<file path="config.mk">
export PLATFORM = sky130hd
export DESIGN_NAME = pc_fetch_unit
export DESIGN_NICKNAME = d
export VERILOG_FILES = /design/src/rtl/pc_fetch_unit.sv
export SDC_FILE = /design/constraint.sdc
export NUM_CORES = 1
export LEC_CHECK = 0
export BUFFER_PORTS_ARGS = -buffer_cell sky130_fd_sc_hd__buf_2
export CAP_MARGIN = 40
export CELL_PAD_IN_SITES_DETAIL_PLACEMENT = 0
export CELL_PAD_IN_SITES_GLOBAL_PLACEMENT = 1
export CORE_MARGIN = 5
export CORE_UTILIZATION = 43
export CTS_BUF_LIST = sky130_fd_sc_hd__clkbuf_2 sky130_fd_sc_hd__clkbuf_4 sky130_fd_sc_hd__clkbuf_8
export CTS_CLUSTER_DIAMETER = 150
export DETAILED_ROUTE_END_ITERATION = 7
export PLACE_DENSITY_LB_ADDON = 0.05
export SYNTH_ARGS = -nofsm -noshare
export SYNTH_HDL_FRONTEND = slang
export SYNTH_SLANG_ARGS = --single-unit
</file>
<file path="constraint.sdc">
create_clock -name clk -period 5.4 [get_ports clk]
set_input_delay 0.27 -clock clk [delete_from_list [all_inputs] [get_ports clk]]
set_output_delay 0.27 -clock clk [all_outputs]
set_load 0.02 [all_outputs]
</file>
<file path="src/rtl/pc_fetch_unit.sv">
// -----------------------------------------------------------------------------
// pc_fetch_unit
//
// Fetch-stage program-counter sequencer. Owns the PC and drives the
// instruction-memory address. It applies redirects from the EX-stage branch
// logic, holds a redirect that arrives while fetch is stalled, detects the
// halt sentinel target, flags misaligned redirect targets and raises the
// IF/ID flush request.
//
// Parameters
//   WIDTH           PC / instruction-memory address width in bits (>= 3)
//
// Ports
//   clk             in   1      system clock, rising edge
//   reset           in   1      synchronous, active-low reset
//   stall           in   1      hold fetch; PC frozen while high
//   pc_sel          in   1      one-cycle redirect request
//   branch_pc       in   32     redirect target, 32'hFFFFFFFF = halt sentinel
//   pc              out  WIDTH  current fetch address
//   pc_valid        out  1      pc addresses a real instruction this cycle
//   flush_if_id     out  1      kill the wrong-path instruction in IF/ID
//   halted          out  1      fetch stopped until reset
//   misaligned_err  out  1      sticky: a redirect target had nonzero [1:0]
//   fetch_count     out  32     saturating count of accepted fetches
// -----------------------------------------------------------------------------
module pc_fetch_unit #(
    parameter int unsigned WIDTH = 9
) (
    input  logic             clk,
    input  logic             reset,
    input  logic             stall,
    input  logic             pc_sel,
    input  logic [31:0]      branch_pc,
    output logic [WIDTH-1:0] pc,
    output logic             pc_valid,
    output logic             flush_if_id,
    output logic             halted,
    output logic             misaligned_err,
    output logic [31:0]      fetch_count
);

    typedef enum logic [1:0] {
        ST_BOOT      = 2'b00,
        ST_RUN       = 2'b01,
        ST_HOLD_PEND = 2'b10,
        ST_HALTED    = 2'b11
    } state_e;

    localparam logic [31:0]      HALT_SENTINEL = 32'hFFFF_FFFF;
    localparam logic [31:0]      COUNT_MAX     = 32'hFFFF_FFFF;
    localparam logic [WIDTH-1:0] PC_ZERO       = {WIDTH{1'b0}};
    localparam logic [WIDTH-1:0] PC_STEP       = {{(WIDTH-3){1'b0}}, 3'b100};

    // Redirect target: truncate to the address width and force word alignment.
    function automatic logic [WIDTH-1:0] form_target(input logic [31:0] bpc);
        logic [WIDTH-1:0] t;
        t = {bpc[WIDTH-1:2], 2'b00};
        return t;
    endfunction

    // A target is misaligned when either of its two low bits is set.
    function automatic logic is_misaligned(input logic [31:0] bpc);
        logic m;
        m = (bpc[1:0] != 2'b00);
        return m;
    endfunction

    // Saturating increment for the fetch counter.
    function automatic logic [31:0] sat_inc(input logic [31:0] v);
        logic [31:0] r;
        if (v != COUNT_MAX) begin
            r = v + 32'd1;
        end else begin
            r = v;
        end
        return r;
    endfunction

    state_e           state_q, state_d;
    logic [WIDTH-1:0] pc_q, pc_d;
    logic [WIDTH-1:0] pend_q, pend_d;
    logic             mis_q, mis_d;
    logic [31:0]      count_q, count_d;

    logic             live_s;       // state that reacts to redirects
    logic             halt_req_s;   // halt sentinel seen in a reacting state
    logic             redirect_s;   // ordinary (non-halt) redirect accepted
    logic             valid_s;
    logic [WIDTH-1:0] tgt_s;

    // Decode of the current state and the incoming redirect.
    always_comb begin
        live_s     = (state_q == ST_RUN) || (state_q == ST_HOLD_PEND);
        valid_s    = live_s;
        tgt_s      = form_target(branch_pc);
        halt_req_s = live_s && pc_sel && (branch_pc == HALT_SENTINEL);
        redirect_s = live_s && pc_sel && !halt_req_s;
    end

    // Next-state, next-PC and pending-target logic.
    always_comb begin
        state_d = state_q;
        pc_d    = pc_q;
        pend_d  = pend_q;

        case (state_q)
            ST_BOOT: begin
                // BOOT lasts one cycle regardless of stall or redirects.
                state_d = ST_RUN;
            end

            ST_RUN: begin
                if (halt_req_s) begin
                    state_d = ST_HALTED;
                end else if (pc_sel && stall) begin
                    pend_d  = tgt_s;
                    state_d = ST_HOLD_PEND;
                end else if (pc_sel) begin
                    pc_d = tgt_s;
                end else if (!stall) begin
                    pc_d = pc_q + PC_STEP;   // wraps silently at 2^WIDTH
                end else begin
                    pc_d = pc_q;
                end
            end

            ST_HOLD_PEND: begin
                if (halt_req_s) begin
                    // Halt outranks the buffered redirect.
                    state_d = ST_HALTED;
                    pend_d  = PC_ZERO;
                end else if (!stall) begin
                    // A redirect arriving on the release cycle is the youngest.
                    if (pc_sel) begin
                        pc_d = tgt_s;
                    end else begin
                        pc_d = pend_q;
                    end
                    pend_d  = PC_ZERO;
                    state_d = ST_RUN;
                end else if (pc_sel) begin
                    pend_d = tgt_s;
                end else begin
                    pend_d = pend_q;
                end
            end

            ST_HALTED: begin
                state_d = ST_HALTED;
            end

            default: begin
                state_d = ST_BOOT;
                pc_d    = PC_ZERO;
                pend_d  = PC_ZERO;
            end
        endcase
    end

    // Sticky misalignment flag and saturating fetch counter.
    always_comb begin
        mis_d   = mis_q;
        count_d = count_q;

        if (redirect_s && is_misaligned(branch_pc)) begin
            mis_d = 1'b1;
        end else begin
            mis_d = mis_q;
        end

        // An instruction is accepted when it is valid, not stalled and not
        // being flushed by a redirect in the same cycle.
        if (valid_s && !stall && !pc_sel) begin
            count_d = sat_inc(count_q);
        end else begin
            count_d = count_q;
        end
    end

    // State register with synchronous active-low reset.
    always_ff @(posedge clk) begin
        if (!reset) begin
            state_q <= ST_BOOT;
            pc_q    <= PC_ZERO;
            pend_q  <= PC_ZERO;
            mis_q   <= 1'b0;
            count_q <= 32'd0;
        end else begin
            state_q <= state_d;
            pc_q    <= pc_d;
            pend_q  <= pend_d;
            mis_q   <= mis_d;
            count_q <= count_d;
        end
    end

    // Output drive: everything but the flush request comes from registers.
    always_comb begin
        pc             = pc_q;
        pc_valid       = valid_s;
        halted         = (state_q == ST_HALTED);
        misaligned_err = mis_q;
        fetch_count    = count_q;
        // Flush follows pc_sel in any reacting state, stall or halt alike.
        flush_if_id    = pc_sel && live_s;
    end

endmodule

</file>
* Yosys cells after proc, flatten, opt, wreduce, memory -nomap -nowiden
Cells that the tools add are included.
** Word-level totals
- Input port bits :: 36
- Flip-flop bits (word level) :: 53
- Word-level logic and storage cells :: 56
- Output and inout bits :: 45
** Cells by class
- $add $sub $neg :: 2
- Equal/unequal tests :: 13
- Multiplexer cells :: 18
- Reductions and logical operators :: 18
** Operator list (count)
- 2-to-1 mux 9 bit :: 11
- one-hot mux 9 bit (2 select lines) :: 2
- adder 32 x 1 -> 32 bit (second input constant) :: 1
- == test 32 bit (second input constant) :: 1
- != test 32 bit (second input constant) :: 1
- adder 9 x 3 -> 9 bit (second input constant) :: 1
- 2-to-1 mux 2 bit :: 4
- != test 2 bit (second input constant) :: 4
- one-hot mux 2 bit (4 select lines) :: 1
- logical AND 1 bit :: 7
- != test 3 bit (second input constant) :: 2
- AND reduction 6 bit :: 1
- == test 2 bit (second input constant) :: 2
- AND reduction 2 bit :: 2
- nonzero test 2 bit :: 2
- zero test 1 bit :: 3
- != test 3 x 2 -> 1 bit (second input constant) :: 1
- AND reduction 3 bit :: 1
- == test 2 x 1 -> 1 bit (second input constant) :: 1
- zero test 2 bit :: 1
- != test 2 x 1 -> 1 bit (second input constant) :: 1
- logical OR 1 bit :: 1

* Depth between registers and ports, before layout
Gate-level depths: netlist (run 1).
- Depth in word-level cells :: 7
- Mapped depth :: 8
- Gate-level depth less buffers :: 7

* Least setup slack after synthesis (run 1)
No wires, ideal clock.
- Path type :: reg-to-reg
- Start point :: register state_q[0]
- End point :: register count_q[13] (netlist: fetch_count[13])
- Path buffers :: 0
- Slack :: 2995 ps
- Arrival time :: 2330 ps
- Stages on the path, launching flop included :: 8
- Library setup time :: 76 ps
- Required time :: 5324 ps
- Clock period less this slack :: 2405 ps
- Cells stage by stage :: dfxtp_1 -> inv_1 -> ha_1 -> nor3b_2 -> nand4_1 -> a311o_1 -> or3_1 -> a21boi_0
** On the way
- Cells in the longest elaborated chain, start to end :: 5
- Elaborated cells between the ends (all ways) :: 6
- Those cells by class :: 2 x eq/ne; 4 x reduce/logical
** RTL lines
- from (decl) :: line 79 : state_e state_q, state_d;
- from (signal assigned) :: line 189 : state_q <= state_d;
- == test 2 x 1 -> 1 bit or == test 2 bit (tied branches) :: line 93 : live_s = (state_q == ST_RUN) || (state_q == ST_HOLD_PEND);
- logical OR 1 bit (*) :: line 93
- named net pc_valid :: line 35 : output logic pc_valid,
- logical AND 1 bit (*) (2 in a row) :: line 173 : if (valid_s && !stall && !pc_sel) begin
- AND reduction 2 bit (no source line) (*)
- to (signal assigned) :: line 193 : count_q <= count_d;
- to (decl) :: line 83 : logic [31:0] count_q, count_d;
The timed path passes the listed nets; every way through them passes the cells marked *.
A chain may end at the register's enable or synchronous reset.

* Final worst setup path (run 1)
- Start point :: register state_q[0]
- End point :: register count_q[15] (netlist: fetch_count[15])
** On the way
- Cells in the longest elaborated chain, start to end :: 5
- Elaborated cells between the ends (all ways) :: 6
- Those cells by class :: 2 x eq/ne; 4 x reduce/logical
** RTL lines (line)
- == test 2 x 1 -> 1 bit or == test 2 bit (tied branches) :: 93
- logical OR 1 bit (*) :: 93
- logical AND 1 bit (*) (2 in a row) :: 173
- AND reduction 2 bit (no source line) (*)
Mark *: on every way between the ends. The rest lies on a longest branch, timed or not.

==> metrics.json, run 1 <==
{
  "detailed_routing": {
    "residual_antenna_violating_net_count_after_detailed_routing": 0,
    "post-route-drc-count": 0,
    "drtPass1Iterations": 4,
    "detail_routed_net_length_per_standard_cell_um": 14.8,
    "detailroute.via_count": 2984,
    "drt-total-wl_mm": 7.92,
    "detailedRoute.firstIterationViolations": 123,
    "vias_per_cell": 5.59
  },
  "clock_tree": {
    "cts_repair_resize_count": 0,
    "clock_sinks": 53,
    "bufs_on_longest_clock_path": 2,
    "post-cts-setup-buffers": 0,
    "cts_made_buffers": 5,
    "clock_insertion_delay_at_the_later_pin_of_the_skew_report_ns": 0.31,
    "h-tree-depth": 2,
    "tritoncts": "done",
    "cts-hold-fix-buffers": 0,
    "clockRootBuffer": "sky130_fd_sc_hd__clkbuf_8",
    "clk_pin_slew_ns": 0.11
  },
  "timing": {
    "final_hold_violation_count": 0,
    "min_period_over_period_pct": 49.8,
    "pins_over_slew_limit": 0,
    "fin_ws_ns": 2.71,
    "worstMarginPinSlew_ns": 0.693,
    "hold_ws_ns": 0.218,
    "finClkSkew_ns": 0.00977,
    "setup_violation_total_in_the_final_timing_report": 0,
    "setup_total_negative_slack_ns": 0,
    "max_freq_mhz": 372,
    "timing.max_slew.rel_slack_pct": 53.8,
    "finalWorstPathRequiredPeriod_ns": 2.69,
    "grt_setup_unrepaired": "no"
  },
  "floorplan": {
    "placementRows": 30,
    "fp.dieW_um": 93.6,
    "floorplan.io_pins": 81,
    "chip_height_um": 93.6,
    "initial_core_util_pct": 44.2,
    "die_outline_area_um2": 8750,
    "placeableCoreArea_um2": 6790
  },
  "global_routing": {
    "wire_length_of_the_first_global_routing_pass_mm": 13.4,
    "grt_util_all_layers_pct": 18.5,
    "globalRouteOverflowTotal": 0,
    "maximum_number_of_pins_on_one_net_before_global_route_repair": 69,
    "antenna_found_initial": 0,
    "first_global_vias": 2860
  },
  "power_and_ir_drop": {
    "power.density_cell_area_nw_per_um2": 295,
    "irDropWorstVdd_v": 0.000241,
    "total_power_of_the_final_layout_mw": 1.06,
    "leakage_nw": 1.47
  },
  "critical_path": {
    "worstPathCellList": "inv_1 > ha_1 > nor3b_2 > nand4_1 > a311o_1 > or3_1 > a21boi_0",
    "rr_endpoint": "fetch_count[15]",
    "crit_fanout": 8,
    "timing.critical_path.slowest_stage_cell": "sky130_fd_sc_hd__a311o_1",
    "cp_slowest_stage_delay_ns": 0.49,
    "timing_worst_setup_path_type": "flip-flop to flip-flop",
    "regToRegStartpoint": "state_q[0]",
    "regToRegSetupSlack_ns": 2.71,
    "cp_data_arrival_time_ns": 2.94,
    "cp.required_ns": 5.65,
    "r2r_cells": 7,
    "worst_setup_path_start_kind": "flip-flop",
    "worstSetupEndpointType": "flip-flop"
  },
  "placement": {
    "place_congestion": 0.765,
    "place.detailed.hpwl_mm": 5.80,
    "dp_slack_ns": 2.74,
    "placement.io_buffers": 80
  },
  "logic_synthesis": {
    "synth_top_area_cell": "sky130_fd_sc_hd__dfxtp_1",
    "flip_flop_and_latch_count_after_synthesis": 53,
    "synth-main-ff-cell": "sky130_fd_sc_hd__dfxtp_1",
    "synth_edf_count": 0,
    "synthesis.area_um2": 3000,
    "avgSynthCellArea_um2": 8.29,
    "postSynthCellCount": 362,
    "ys_top_cells_by_area": "sky130_fd_sc_hd__dfxtp_1, sky130_fd_sc_hd__nand2_1, sky130_fd_sc_hd__nand4_1",
    "yosysSeqAreaShare_pct": 35.3,
    "post-synth-top-area-fraction_pct": 35.3,
    "asyncSetResetFlopFracSynth_pct": 0,
    "ys_types": 59,
    "yosysWarningCount": 0,
    "synth_fp_nets": 404
  },
  "final_layout": {
    "final_common_cell": "sky130_fd_sc_hd__buf_2",
    "post_layout_nets": 479,
    "drive_above_1_share_pct": 23.7,
    "antenna-diode-count": 0,
    "finalCoreUtilization_pct": 52.7,
    "areaGrowthSynthToFinish_pct": 19.2,
    "layout.cells.most_common_list": "sky130_fd_sc_hd__buf_2, sky130_fd_sc_hd__dfxtp_1, sky130_fd_sc_hd__nand2_1"
  },
  "hold_path": {
    "path_category_of_the_worst_min_delay_check": "input port to flip-flop",
    "hold_path_origin": "branch_pc[2]",
    "whs_path_depth": 2,
    "worstHoldEndpoint": "pend_q[2]"
  },
  "job": {
    "max_cap_check_violation_count": 0
  },
  "run_status": {
    "status": "finished clean"
  }
}
==> metal layers <==
metal,wire (um),GRT usage [%],share of wire (%),vias up
met5,0,0,0,-
met4,72,4.93,0.91,0
met3,286,2.65,3.6,6
met2,3920,32.8,50,65
met1,3640,23.3,46,1405
li1,-,-,-,1508
==> per-stage QoR <==
step	area [um2]	std cells
detailed placement	3480	526
global placement	3470	524
global route	3580	534
CTS	3580	534
floorplan	3000	362
finish	3580	534
==> cell families (layout without fill, tap and decap cells) <==
family / Yosys count / after routing / share of synthesized area, %
muxes: 10 / 10 / 3.42
xor gates and xnor gates: 8 / 8 / 2.33
adders and majority gates: 6 / 6 / 2.50
DFF: 53 / 53 / 35.3
and+or+nand+nor: 158 / 158 / 29.6
AOI/OAI and AO/OA: 94 / 94 / 22.5
buffers and inverters: 33 / 109 / 4.34
==> cell type report <==
type | count | area, um2
clock buffer | 5 | 68.8
multi-input combinational | 276 | 1810
clock inverter | 3 | 25.0
inverter | 16 | 60.1
fill | 682 | 3220
timing repair buffer | 85 | 433
tap | 96 | 120
sequential | 53 | 1060
==> worst max-delay path, delay by kind of cell (launching register included) <==
family | cells | cell delay (ns)
AND/OR/NAND/NOR | 3 | 1.07
AO/OA/AOI/OAI | 2 | 0.65
flip-flops | 1 | 0.42
adder cells (fa/ha/maj) | 1 | 0.40
buffers and inverters | 1 | 0.09
==> worst max-delay path by stage <==
| stage | from | end | depth (start not counted) |
|---|---|---|---|
| after floorplan | state_q[0] | fetch_count[13] | 7 |
| after global placement | state_q[0] | fetch_count[15] | 7 |
| after detailed placement | state_q[0] | fetch_count[15] | 7 |
| after CTS | state_q[0] | fetch_count[15] | 7 |
| after global routing | state_q[0] | fetch_count[15] | 7 |
| final | state_q[0] | fetch_count[15] | 7 |
==> report_power, final <==
part	internal, mW	switching [mW]	total (mW)	leakage (nW)
Combinational	0.142	0.220	0.362	0.997
Clock	0.0940	0.145	0.239	0.0447
Sequential	0.422	0.0322	0.454	0.429
==> synth_stat cells (5+ instances only) <==
| cell | count |
|---|---|
| sky130_fd_sc_hd__o211ai_1 | 8 |
| sky130_fd_sc_hd__o31ai_1 | 6 |
| sky130_fd_sc_hd__nand2b_1 | 12 |
| sky130_fd_sc_hd__nor3_1 | 8 |
| sky130_fd_sc_hd__nor4_1 | 7 |
| sky130_fd_sc_hd__o21ai_0 | 15 |
| sky130_fd_sc_hd__or3_1 | 11 |
| sky130_fd_sc_hd__nor3b_1 | 6 |
| sky130_fd_sc_hd__nand2_1 | 40 |
| sky130_fd_sc_hd__and2_1 | 10 |
| sky130_fd_sc_hd__dfxtp_1 | 53 |
| sky130_fd_sc_hd__ha_1 | 6 |
| sky130_fd_sc_hd__mux2i_1 | 8 |
| sky130_fd_sc_hd__nand4_1 | 16 |
| sky130_fd_sc_hd__a22oi_1 | 5 |
| sky130_fd_sc_hd__a21oi_1 | 12 |
| sky130_fd_sc_hd__a22o_1 | 6 |
| sky130_fd_sc_hd__a21boi_0 | 10 |
| sky130_fd_sc_hd__inv_1 | 16 |
| sky130_fd_sc_hd__xnor2_1 | 5 |
| sky130_fd_sc_hd__clkbuf_1 | 12 |
| sky130_fd_sc_hd__nand3_1 | 18 |
| sky130_fd_sc_hd__nor2_1 | 8 |
| sky130_fd_sc_hd__and3_1 | 5 |
==> state kept, by name, indices dropped and copies added (netlist names) <==
| name | flops |
|---|---|
| fetch_count | 32 |
| misaligned_err | 1 |
| pc | 9 |
| pend_q | 9 |
| state_q | 2 |
Power figures use the tool's default switching activity.
==> run 2, diff against run 1 <==
--- a/config.mk
+++ b/config.mk
@@ -10,7 +10,7 @@
 export CELL_PAD_IN_SITES_DETAIL_PLACEMENT = 0
 export CELL_PAD_IN_SITES_GLOBAL_PLACEMENT = 1
 export CORE_MARGIN = 5
-export CORE_UTILIZATION = 43
+export CORE_UTILIZATION = 40
 export CTS_BUF_LIST = sky130_fd_sc_hd__clkbuf_2 sky130_fd_sc_hd__clkbuf_4 sky130_fd_sc_hd__clkbuf_8
 export CTS_CLUSTER_DIAMETER = 150
 export DETAILED_ROUTE_END_ITERATION = 7
==> constraint.sdc (replaced) <==
create_clock -name clk -period 2.6 [get_ports clk]
set_input_delay 0.13 -clock clk [delete_from_list [all_inputs] [get_ports clk]]
set_output_delay 0.13 -clock clk [all_outputs]
set_load 0.02 [all_outputs]
==> run 2 against run 1 <==
- register-to-register slack got worse by 2.5 ns
- sequential power rose by 110%
- power grew 120%
- critical path depth unchanged
- non-clock buffer count is 9 higher
- worst setup slack worse by 2.5 ns
- cell count rose by 2.2%
- via count shrank 0.10%
- largest cell class unchanged
==> metrics.json, run 2 (synthesized netlist as in run 1, its figures left out) <==
{
  "detailed_routing": {
    "detail_routed_net_length_per_standard_cell": {"value": 14.8, "unit": "um", "change": "about the same"},
    "residual_antenna_violating_net_count_after_detailed_routing": {"value": 0, "change": "unchanged"},
    "detailroute.via_count": {"value": 2981, "change": "was 2984"},
    "post-route-drc-count": {"value": 0, "change": "unchanged"},
    "drt-total-wl": {"value": 8.08, "unit": "mm", "change": "was 7.92 mm"},
    "vias_per_cell": {"value": 5.46, "change": "was 5.59"},
    "detailedRoute.firstIterationViolations": {"value": 99, "change": "was 123"},
    "drtPass1Iterations": {"value": 5, "change": "was 4"}
  },
  "timing": {
    "worstMarginPinSlew": {"value": 0.584, "unit": "ns", "change": "was 0.693 ns"},
    "max_freq": {"value": 426, "unit": "MHz", "change": "was 372 MHz"},
    "finClkSkew": {"value": 0.0100, "unit": "ns", "change": "was 0.00977 ns"},
    "finalWorstPathRequiredPeriod": {"value": 2.35, "unit": "ns", "change": "was 2.69 ns"},
    "setup_violation_total_in_the_final_timing_report": {"value": 0, "change": "unchanged"},
    "hold_ws": {"value": 0.0873, "unit": "ns", "change": "was 0.218 ns"},
    "setup_total_negative_slack": {"value": 0, "unit": "ns", "change": "unchanged"},
    "grt_setup_unrepaired": {"value": "no", "change": "unchanged"},
    "fin_ws": {"value": 0.254, "unit": "ns", "change": "was 2.71 ns"},
    "timing.max_slew.rel_slack": {"value": 61.1, "unit": "%", "change": "was 53.8%"},
    "pins_over_slew_limit": {"value": 0, "change": "unchanged"},
    "min_period_over_period": {"value": 90.2, "unit": "%", "change": "was 49.8%"},
    "final_hold_violation_count": {"value": 0, "change": "unchanged"}
  },
  "clock_tree": {
    "clock_insertion_delay_at_the_later_pin_of_the_skew_report": {"value": 0.31, "unit": "ns", "change": "about the same"},
    "clk_pin_slew": {"value": 0.10, "unit": "ns", "change": "was 0.11 ns"},
    "h-tree-depth": {"value": 2, "change": "unchanged"},
    "post-cts-setup-buffers": {"value": 0, "change": "unchanged"},
    "cts_repair_resize_count": {"value": 0, "change": "unchanged"},
    "bufs_on_longest_clock_path": {"value": 2, "change": "unchanged"},
    "cts_made_buffers": {"value": 5, "change": "unchanged"},
    "clockRootBuffer": {"value": "sky130_fd_sc_hd__clkbuf_8", "change": "unchanged"},
    "clock_sinks": {"value": 53, "change": "unchanged"},
    "tritoncts": {"value": "done", "change": "unchanged"},
    "cts-hold-fix-buffers": {"value": 0, "change": "unchanged"}
  },
  "critical_path": {
    "critPathCapture": {"value": "fetch_count[19]", "change": "was fetch_count[15]"},
    "rr_endpoint": {"value": "fetch_count[19]", "change": "was fetch_count[15]"},
    "regToRegStartpoint": {"value": "state_q[0]", "change": "unchanged"},
    "setup.worst_path.start": {"value": "state_q[0]", "change": "unchanged"},
    "r2r_cells": {"value": 7, "change": "unchanged"},
    "regToRegSetupSlack": {"value": 0.25, "unit": "ns", "change": "was 2.71 ns"},
    "worstSetupEndpointType": {"value": "flip-flop", "change": "unchanged"},
    "cp.required": {"value": 2.79, "unit": "ns", "change": "was 5.65 ns"},
    "timing_worst_setup_path_type": {"value": "flip-flop to flip-flop", "change": "unchanged"},
    "crit_fanout": {"value": 8, "change": "unchanged"},
    "worst_setup_path_start_kind": {"value": "flip-flop", "change": "unchanged"},
    "cp_data_arrival_time": {"value": 2.54, "unit": "ns", "change": "was 2.94 ns"}
  },
  "final_layout": {
    "drive_above_1_share": {"value": 25.3, "unit": "%", "change": "was 23.7%"},
    "final_common_cell": {"value": "sky130_fd_sc_hd__buf_2", "change": "unchanged"},
    "layout.cells.most_common_list": {"value": "sky130_fd_sc_hd__buf_2, sky130_fd_sc_hd__dfxtp_1, sky130_fd_sc_hd__nand2_1", "change": "unchanged"},
    "post_layout_nets": {"value": 488, "change": "was 479"},
    "postLayoutCellArea": {"value": 3670, "unit": "um2", "change": "was 3580 um2"},
    "antenna-diode-count": {"value": 0, "change": "unchanged"},
    "final.fill_count": {"value": 767, "change": "was 682"},
    "areaGrowthSynthToFinish": {"value": 22.4, "unit": "%", "change": "was 19.2%"},
    "largest_register_ff_count": {"value": 32, "change": "unchanged"}
  },
  "power_and_ir_drop": {
    "internal-power": {"value": 1.51, "unit": "mW", "change": "was 0.658 mW"},
    "net-switching-power": {"value": 0.841, "unit": "mW", "change": "was 0.397 mW"},
    "total_power_of_the_final_layout": {"value": 2.35, "unit": "mW", "change": "was 1.06 mW"},
    "clock_power_share": {"value": 24.8, "unit": "%", "change": "was 22.6%"},
    "share_seq_of_total_power": {"value": 40.1, "unit": "%", "change": "was 43.1%"},
    "power.density_cell_area": {"value": 639, "unit": "nW/um2", "change": "was 295 nW/um2"},
    "leakage": {"value": 1.53, "unit": "nW", "change": "was 1.47 nW"},
    "sw_frac_of_total": {"value": 35.8, "unit": "%", "change": "was 37.6%"},
    "combinationalPowerShare": {"value": 35.1, "unit": "%", "change": "was 34.3%"},
    "irDropWorstVdd": {"value": 0.000359, "unit": "V", "change": "was 0.000241 V"}
  },
  "run_status": {
    "status": {"value": "finished clean", "change": "unchanged"}
  },
  "placement": {
    "place.detailed.hpwl": {"value": 6.11, "unit": "mm", "change": "was 5.80 mm"},
    "placement.io_buffers": {"value": 80, "change": "unchanged"},
    "place_area": {"value": 3560, "unit": "um2", "change": "was 3480 um2"},
    "dp_slack": {"value": 0.271, "unit": "ns", "change": "was 2.74 ns"},
    "place_congestion": {"value": 0.737, "change": "was 0.765"}
  },
  "global_routing": {
    "globalRouteOverflowTotal": {"value": 0, "change": "unchanged"},
    "maximum_number_of_pins_on_one_net_before_global_route_repair": {"value": 36, "change": "was 69"},
    "wire_length_of_the_first_global_routing_pass": {"value": 13.7, "unit": "mm", "change": "was 13.4 mm"},
    "first_global_vias": {"value": 2860, "change": "unchanged"},
    "antenna_found_initial": {"value": 0, "change": "unchanged"},
    "grt_util_all_layers": {"value": 17.0, "unit": "%", "change": "was 18.5%"}
  },
  "floorplan": {
    "die_outline_area": {"value": 9340, "unit": "um2", "change": "was 8750 um2"},
    "chip_height": {"value": 96.6, "unit": "um", "change": "was 93.6 um"},
    "placeableCoreArea": {"value": 7290, "unit": "um2", "change": "was 6790 um2"},
    "initial_core_util": {"value": 41.2, "unit": "%", "change": "was 44.2%"},
    "placementRows": {"value": 31, "change": "was 30"},
    "floorplan.io_pins": {"value": 81, "change": "unchanged"},
    "fp.dieW": {"value": 96.6, "unit": "um", "change": "was 93.6 um"}
  },
  "job": {
    "max_cap_check_violation_count": {"value": 0, "change": "unchanged"}
  },
  "hold_path": {
    "path_category_of_the_worst_min_delay_check": {"value": "input port to flip-flop", "change": "unchanged"}
  }
}
[run 2: changes by cell type in the layout (fill, tap and decap cells not counted)]
| cell | previous run | this run |
|---|---|---|
| sky130_fd_sc_hd__buf_2 | 82 | 80 |
| sky130_fd_sc_hd__buf_4 | 3 | 14 |
| sky130_fd_sc_hd__bufinv_16 | 0 | 1 |
| sky130_fd_sc_hd__clkinv_2 | 0 | 1 |
| sky130_fd_sc_hd__clkinv_4 | 1 | 0 |
| sky130_fd_sc_hd__clkinvlp_4 | 1 | 0 |
[run 2: critical path, cell delays in order (launching register included)]
cell and delay [ns]:
sky130_fd_sc_hd__dfxtp_1 0.41, sky130_fd_sc_hd__inv_1 0.09, sky130_fd_sc_hd__ha_1 0.31, sky130_fd_sc_hd__nor3b_2 0.26, sky130_fd_sc_hd__nand4_1 0.23, sky130_fd_sc_hd__a311o_1 0.48
sky130_fd_sc_hd__o311ai_0 0.33, sky130_fd_sc_hd__o41ai_1 0.13
[run 2: area by class of cell]
cell class / instances / area, um2 / area share, %
multi-input cells: 276 / 1810 / 49.3
repair buffers: 94 / 505 / 13.8
clock inverters: 3 / 43.8 / 1.19
clock buffers: 5 / 68.8 / 1.87
flip-flops and latches: 53 / 1060 / 28.9
well taps: 99 / 124 / 3.37
inverters: 16 / 60.1 / 1.63
[run 2: worst min-delay path by stage]
stage,from,endpoint,slack (ns),cells past startpoint
after detailed placement,branch_pc[3],pend_q[3],0.42,2
after floorplan,branch_pc[2],pend_q[2],0.26,1
after global routing,branch_pc[2],pend_q[2],0.09,2
final,branch_pc[2],pend_q[2],0.09,2
after CTS,branch_pc[2],pend_q[2],0.08,2
after global placement,branch_pc[3],pend_q[3],0.42,2
[run 2: power groups by stage]
stage | registers, mW | clock network, mW | logic [mW]
after detailed placement | 0.960 | 0 | 0.822
after global placement | 0.958 | 0 | 0.818
after global routing | 0.956 | 0.636 | 0.910
after CTS | 0.942 | 0.601 | 0.831
after floorplan | 0.996 | 0 | 0.497
final | 0.942 | 0.581 | 0.824
[run 2: stage by stage]
stage	utilization, %	std cells
6_report	50.4	546
5_1_grt	50.4	546
4_1_cts	50.4	546
3_5_place_dp	48.8	538
3_3_place_gp	48.8	538
2_1_floorplan	-	362
[run 2: per-layer routing]
layer  track usage (%)  up-vias  wire length, um
met5                 0        -                0
met3              3.31        7              373
met2              30.5       66             3960
met1              21.2     1385             3670
li1                  -     1523                -
met4              3.24        0               75
